### src/rtl/ansi_csi_decoder.sv
// Decodes the ANSI/VT escape subset (CUP 'H', ED 'J', SGR 'm') from a terminal byte stream
// into screen commands; every other byte passes through as a glyph byte.
module ansi_csi_decoder #(
  parameter int unsigned ARG_W        = 8,
  parameter int unsigned HOME_DEFAULT = 1
) (
  input  logic             clk,
  input  logic             rst_n,
  input  logic             in_valid,
  input  logic [7:0]       in_byte,
  output logic             cmd_valid,
  output logic [1:0]       cmd_op,
  output logic [ARG_W-1:0] cmd_arg0,
  output logic [ARG_W-1:0] cmd_arg1,
  output logic [1:0]       cmd_nargs,
  output logic             char_valid,
  output logic [7:0]       char_byte,
  output logic             err
);

  localparam int unsigned      ACC_W    = ARG_W + 4;
  localparam logic [ARG_W-1:0] ARG_MAX  = '1;
  localparam logic [ARG_W-1:0] HOME_ARG = ARG_W'(HOME_DEFAULT);

  localparam logic [1:0] S_GROUND = 2'd0;
  localparam logic [1:0] S_ESC    = 2'd1;
  localparam logic [1:0] S_CSI    = 2'd2;

  localparam logic [1:0] OP_GOTO  = 2'd1;
  localparam logic [1:0] OP_CLEAR = 2'd2;
  localparam logic [1:0] OP_SGR   = 2'd3;

  logic [1:0]       state_q, state_d;
  logic [ARG_W-1:0] arg0_q, arg0_d, arg1_q, arg1_d;
  logic [1:0]       cnt_q, cnt_d;
  logic             pres_q, pres_d, ovf_q, ovf_d, unsup_q, unsup_d;
  logic             cmd_valid_q, cmd_valid_d, char_valid_q, char_valid_d, err_q, err_d;
  logic [1:0]       cmd_op_q, cmd_op_d, cmd_nargs_q, cmd_nargs_d;
  logic [ARG_W-1:0] cmd_arg0_q, cmd_arg0_d, cmd_arg1_q, cmd_arg1_d;
  logic [7:0]       char_byte_q, char_byte_d;

  // Decimal accumulation into the currently open parameter, saturating at ARG_MAX
  logic [ARG_W-1:0] cur_arg;
  logic [ACC_W-1:0] acc;
  logic [ARG_W-1:0] acc_sat;
  logic [1:0]       nargs_fin;

  always_comb begin
    cur_arg   = (cnt_q == 2'd0) ? arg0_q : arg1_q;
    acc       = ACC_W'(cur_arg) * ACC_W'(10) + ACC_W'(in_byte[3:0]);
    acc_sat   = (acc > ACC_W'(ARG_MAX)) ? ARG_MAX : acc[ARG_W-1:0];
    nargs_fin = 2'(cnt_q + 2'(pres_q));
  end

  always_comb begin
    state_d      = state_q;
    arg0_d       = arg0_q;
    arg1_d       = arg1_q;
    cnt_d        = cnt_q;
    pres_d       = pres_q;
    ovf_d        = ovf_q;
    unsup_d      = unsup_q;
    cmd_valid_d  = 1'b0;
    char_valid_d = 1'b0;
    err_d        = 1'b0;
    cmd_op_d     = cmd_op_q;
    cmd_arg0_d   = cmd_arg0_q;
    cmd_arg1_d   = cmd_arg1_q;
    cmd_nargs_d  = cmd_nargs_q;
    char_byte_d  = char_byte_q;

    if (in_valid) begin
      case (state_q)
        S_GROUND: begin
          if (in_byte == 8'h1B) begin
            state_d = S_ESC;
          end else if (in_byte != 8'h00) begin
            char_valid_d = 1'b1;
            char_byte_d  = in_byte;
          end
        end
        S_ESC: begin
          if (in_byte == 8'h5B) begin
            state_d = S_CSI;
            arg0_d  = '0;
            arg1_d  = '0;
            cnt_d   = 2'd0;
            pres_d  = 1'b0;
            ovf_d   = 1'b0;
            unsup_d = 1'b0;
          end else if (in_byte == 8'h1B) begin
            err_d = 1'b1;
          end else begin
            err_d   = 1'b1;
            state_d = S_GROUND;
          end
        end
        S_CSI: begin
          if (in_byte >= 8'h30 && in_byte <= 8'h39) begin
            // Digits of a third parameter are ignored; overflow is already flagged
            if (cnt_q == 2'd0)      arg0_d = acc_sat;
            else if (cnt_q == 2'd1) arg1_d = acc_sat;
            pres_d = 1'b1;
          end else if (in_byte == 8'h3B) begin
            pres_d = 1'b0;
            if (cnt_q == 2'd0) begin
              cnt_d = 2'd1;
            end else begin
              cnt_d = 2'd2;
              ovf_d = 1'b1;
            end
          end else if ((in_byte >= 8'h3A && in_byte <= 8'h3F) ||
                       (in_byte >= 8'h20 && in_byte <= 8'h2F)) begin
            unsup_d = 1'b1;
          end else if (in_byte == 8'h1B) begin
            err_d   = 1'b1;
            state_d = S_ESC;
          end else if (in_byte < 8'h20 || in_byte > 8'h7E) begin
            err_d   = 1'b1;
            state_d = S_GROUND;
          end else begin
            state_d     = S_GROUND;
            cmd_nargs_d = nargs_fin;
            cmd_arg0_d  = arg0_q;
            cmd_arg1_d  = arg1_q;
            if (ovf_q || unsup_q) begin
              err_d = 1'b1;
            end else begin
              case (in_byte)
                8'h48: begin
                  cmd_valid_d = 1'b1;
                  cmd_op_d    = OP_GOTO;
                  cmd_arg0_d  = (arg0_q == '0) ? HOME_ARG : arg0_q;
                  cmd_arg1_d  = (arg1_q == '0) ? HOME_ARG : arg1_q;
                end
                8'h4A: begin
                  if (nargs_fin == 2'd1 && arg0_q == ARG_W'(2)) begin
                    cmd_valid_d = 1'b1;
                    cmd_op_d    = OP_CLEAR;
                  end else begin
                    err_d = 1'b1;
                  end
                end
                8'h6D: begin
                  cmd_valid_d = 1'b1;
                  cmd_op_d    = OP_SGR;
                end
                default: err_d = 1'b1;
              endcase
            end
          end
        end
        default: state_d = S_GROUND;
      endcase
    end
  end

  always_ff @(posedge clk or negedge rst_n) begin
    if (!rst_n) begin
      state_q      <= S_GROUND;
      arg0_q       <= '0;
      arg1_q       <= '0;
      cnt_q        <= 2'd0;
      pres_q       <= 1'b0;
      ovf_q        <= 1'b0;
      unsup_q      <= 1'b0;
      cmd_valid_q  <= 1'b0;
      cmd_op_q     <= 2'd0;
      cmd_arg0_q   <= '0;
      cmd_arg1_q   <= '0;
      cmd_nargs_q  <= 2'd0;
      char_valid_q <= 1'b0;
      char_byte_q  <= 8'h00;
      err_q        <= 1'b0;
    end else begin
      state_q      <= state_d;
      arg0_q       <= arg0_d;
      arg1_q       <= arg1_d;
      cnt_q        <= cnt_d;
      pres_q       <= pres_d;
      ovf_q        <= ovf_d;
      unsup_q      <= unsup_d;
      cmd_valid_q  <= cmd_valid_d;
      cmd_op_q     <= cmd_op_d;
      cmd_arg0_q   <= cmd_arg0_d;
      cmd_arg1_q   <= cmd_arg1_d;
      cmd_nargs_q  <= cmd_nargs_d;
      char_valid_q <= char_valid_d;
      char_byte_q  <= char_byte_d;
      err_q        <= err_d;
    end
  end

  assign cmd_valid  = cmd_valid_q;
  assign cmd_op     = cmd_op_q;
  assign cmd_arg0   = cmd_arg0_q;
  assign cmd_arg1   = cmd_arg1_q;
  assign cmd_nargs  = cmd_nargs_q;
  assign char_valid = char_valid_q;
  assign char_byte  = char_byte_q;
  assign err        = err_q;

endmodule

### config.mk
export PLATFORM = sky130hd
export DESIGN_NAME = ansi_csi_decoder
export DESIGN_NICKNAME = d
export VERILOG_FILES = /design/src/rtl/ansi_csi_decoder.sv
export SDC_FILE = /design/constraint.sdc
export NUM_CORES = 1
export LEC_CHECK = 0
export ABC_AREA = 1
export CAP_MARGIN = 5
export CORE_MARGIN = 3
export CORE_UTILIZATION = 32
export DETAILED_ROUTE_END_ITERATION = 6
export PLACE_DENSITY = 0.61
export SLEW_MARGIN = 20
export SYNTH_ARGS = -nofsm -noshare
export SYNTH_HDL_FRONTEND = slang
export SYNTH_SLANG_ARGS = --single-unit
### constraint.sdc
create_clock -name clk -period 4.06 [get_ports clk]
set_input_delay 0.609 -clock clk [delete_from_list [all_inputs] [get_ports clk]]
set_output_delay 0.609 -clock clk [all_outputs]
set_load 0.02 [all_outputs]
==> results of run 1 <==
==> path summary, 6_finish.rpt <==
kind / from / to / slack, ns / cells after the start
min: rst_n / cmd_arg1[4]$_DFFE_PN0P_ / 0.39 / 2
max reg2reg: cnt_q[0]$_DFFE_PN0P_ / arg1_q[5]$_DFFE_PN0P_ / 0.54 / 16
max: cnt_q[0]$_DFFE_PN0P_ / arg1_q[5]$_DFFE_PN0P_ / 0.54 / 16
min reg2reg: char_byte[3]$_DFFE_PN0P_ / char_byte[3]$_DFFE_PN0P_ / 0.49 / 2
max in group asynchronous: rst_n / char_byte[7]$_DFFE_PN0P_ / 3.19 / 2
min in group clk: char_byte[3]$_DFFE_PN0P_ / char_byte[3]$_DFFE_PN0P_ / 0.49 / 2
==> stage by stage <==
step	instances	instance area (um^2)	util (%)	hold WS, ns
2_1_floorplan	442	3503	-	0.3134
3_3_place_gp	615	4043	38.64	0.4647
3_5_place_dp	615	4043	38.64	0.4650
4_1_cts	623	4143	39.60	0.4374
5_1_grt	623	4143	39.60	0.4488
6_report	623	4143	39.60	0.3869
==> per-layer routing <==
layer | GRT usage (%) | part of all wire (%) | up-vias | wire (um)
met3 | 3.726 | 5.6 | 6 | 450
met4 | 2.627 | 1.1 | 0 | 89
met2 | 20.02 | 43 | 71 | 3404
li1 | - | - | 1537 | -
met5 | 0 | 0 | - | 0
met1 | 19.21 | 51 | 1381 | 4040
==> layout make-up <==
cell class | count | area share, %
Multi-Input combinational cell | 324 | 45.36
Sequential cell | 54 | 32.62
Timing Repair Buffer | 44 | 10.33
Inverter | 57 | 5.165
Tap cell | 136 | 4.108
Clock buffer | 6 | 1.993
Clock inverter | 2 | 0.4228
==> state kept, by name, summed over array words and instances (netlist names) <==
register    flops
pres_q          1
cmd_arg0        8
arg1_q          8
char_byte       8
cmd_op          2
err             1
state_q         2
cmd_valid       1
ovf_q           1
unsup_q         1
cmd_nargs       2
arg0_q          8
cnt_q           2
char_valid      1
cmd_arg1        8
==> synthesized netlist by cell type, types with 5 or more instances <==
cell type	instances
nand2_1	118
dfrtp_1	54
inv_1	48
nand3_1	39
nor2_1	29
o21ai_1	18
ha_1	17
a21oi_1	14
nand3_2	12
nand2_2	10
o21ai_0	10
inv_2	9
nand2_4	7
nand4_1	6
nor2_4	5
nor3_1	5
==> logic make-up (layout without fill, tap and decap cells) <==
kind of cell    Yosys count  in the layout
buf+inv                  64            109
compound gates           53             53
fa+ha+maj                19             19
simple gates            246            246
flops                    54             54
xor+xnor                  6              6
==> report_power, final <==
group	leakage [uW]	internal, uW	switching, uW
registers	0.000722	605	48.0
clock network	0.0000514	141	187
logic	0.00126	171	272
==> reports/results.tsv, run 1 <==
stage	metric	value	unit
outcome	status	completed	
grt	grt_pass1_vias	2861	
finish	n_antenna_cell	0	
sta	min_period_over_period	86.75	%
setup_path	cp-start-kind	register	
finish	fillers	1104	
clock_network	clk_latency	0.32	ns
logic_synthesis	synth_cell_type_count	40	
logic_synthesis	synth_seq_cells	54	
finish	nets	516	
grt	antenna_found_initial	0	
floorplanning	io_pins	42	
logic_synthesis	synth-compound-area-share	8.893	%
sta	worst_pin_slew	0.8154	ns
logic_synthesis	synth.cell_area	3503	um^2
setup_path	cp_slowest_cell	fa_1	
floorplanning	placementRows	37	
logic_synthesis	synth_top_area_share	38.57	%
finish	multi_input_area	1879	um^2
flow_run	maxCapViolCount	0	
route	ant_nets	0	
logic_synthesis	synth-main-ff-cell	dfrtp_1	
clock_network	cts_hold_buf	0	
logic_synthesis	synthCells	442	
place	portBuffers	41	
floorplanning	fp.dieH	110.6	um
logic_synthesis	synth_area_leader_cell	dfrtp_1	
setup_path	end_kind	register	
clock_network	postCtsSetupBuffers	0	
clock_network	cts_made_buffers	5	
clock_network	cts.clk_slew.worst_paths	0.10	ns
sta	hold_viol	0	
power	leakage	0.002031	uW
sta	setup_tns	0	ns
place	hpwl	6243	um
route	drc	0	
grt	grt_usage	13.33	%
logic_synthesis	synth_area_leaders	dfrtp_1, nand2_1, ha_1, nand3_1, inv_1	
setup_path	arrival	3.74	ns
finish	layout_commonest_cell	nand2_1	
place	gp_congestion	0.8652	
sta	setup_slack	0.5380	ns
logic_synthesis	synthArstFlopShare	100.0	%
setup_path	critPathRequiredTime	4.28	ns
route	drtPass1Iterations	5	
finish	drive_above_1_share	13.55	%
route	routed_wl	7984	um
logic_synthesis	yosysSeqAreaShare	38.57	%
sta	drv_slew	0	
power	worst_ir_drop_vdd	0.2308	mV
sta	max_freq	283.9	MHz
floorplanning	die_w	110.6	um
setup_path	crit_buf_inv	1	
clock_network	cts_resized	0	
sta	finalSetupViolations	0	
power	powerDensity	343.6	nW/um^2
sta	slew_headroom	45.14	%
clock_network	cts_tree	yes	
sta	clock_skew	0.008358	ns
clock_network	cts_htree_levels	2	
grt	grt_remaining_overflow	0	
route	vias_per_cell	4.807	
logic_synthesis	synth_top_family_by_area	simple AND/OR/NAND/NOR gates	
route	wire_per_inst	12.82	um
logic_synthesis	synth.net_count	472	
finish	area_delta_synth_final	18.25	%
logic_synthesis	synth_simple_gate_area_share	36.04	%
setup_path	cp_cell_sequence	nor2_4 -> nand2_1 -> o21ai_0 -> ha_1 -> ha_1 -> fa_1 -> inv_1 -> nor2_1 -> nand3_1 -> nor2_2 -> xnor2_1 -> o21ai_4 -> nor2_8 -> nand3_2 -> nand3_1 -> nand2_1	
finish	register_area	1351	um^2
logic_synthesis	synthAdderAreaFrac	7.214	%
floorplanning	start_util	33.48	%
sta	layout_min_cycle_time	3.522	ns
setup_path	crit_family	simple AND/OR/NAND/NOR gates	
clock_network	clkSinkCount	54	
grt	grt_first_pass_wirelength	13730	um
grt	grt_start_max_net_pins	55	
logic_synthesis	yosys_warnings	0	
route	vias	2995	
power	total_power	1423	uW
route	drtIter0Drc	141	
place	pre_cts_ws	0.5300	ns
floorplanning	coreArea	10460	um^2
hold_path	min_path_type	input port to asynchronous set/reset pin	
clock_network	clockBufferDepth	2	
logic_synthesis	muxShareOfSynthArea	0	%
finish	mostFrequentLayoutCells	nand2_1, dfrtp_1, inv_1	
setup_path	cp_max_fo	15	
logic_synthesis	synth-xor-area-share	1.500	%
setup_path	crit_type	register to register	
setup_path	critPathMaxStageDelay	0.56	ns
logic_synthesis	avgSynthCellArea	7.926	um^2
sta	rsz0062_at_grt	false	
clock_network	cts_root_buffer	clkbuf_8	
floorplanning	dieArea	12240	um^2
logic_synthesis	synth_edf_count	0	
Power figures use the tool's default switching activity.
==> run 2: changes to the inputs <==
--- a/config.mk
+++ b/config.mk
@@ -10,6 +10,7 @@
 export CORE_MARGIN = 3
 export CORE_UTILIZATION = 32
 export DETAILED_ROUTE_END_ITERATION = 6
+export HOLD_SLACK_MARGIN = 0.15
 export PLACE_DENSITY = 0.61
 export SLEW_MARGIN = 20
 export SYNTH_ARGS = -nofsm -noshare
==> results of run 2 <==
Final layout, timing and power as in run 1 (identical DEF).
==> run 3: changes to the inputs <==
--- a/config.mk
+++ b/config.mk
@@ -6,9 +6,11 @@
 export NUM_CORES = 1
 export LEC_CHECK = 0
 export ABC_AREA = 1
+export ABC_CLOCK_PERIOD_IN_PS = 4059
 export CAP_MARGIN = 5
 export CORE_MARGIN = 3
 export CORE_UTILIZATION = 32
+export CTS_CLUSTER_DIAMETER = 200
 export DETAILED_ROUTE_END_ITERATION = 6
 export HOLD_SLACK_MARGIN = 0.15
 export PLACE_DENSITY = 0.61
==> results of run 3 <==
Final layout, timing and power as in run 1 (identical DEF).
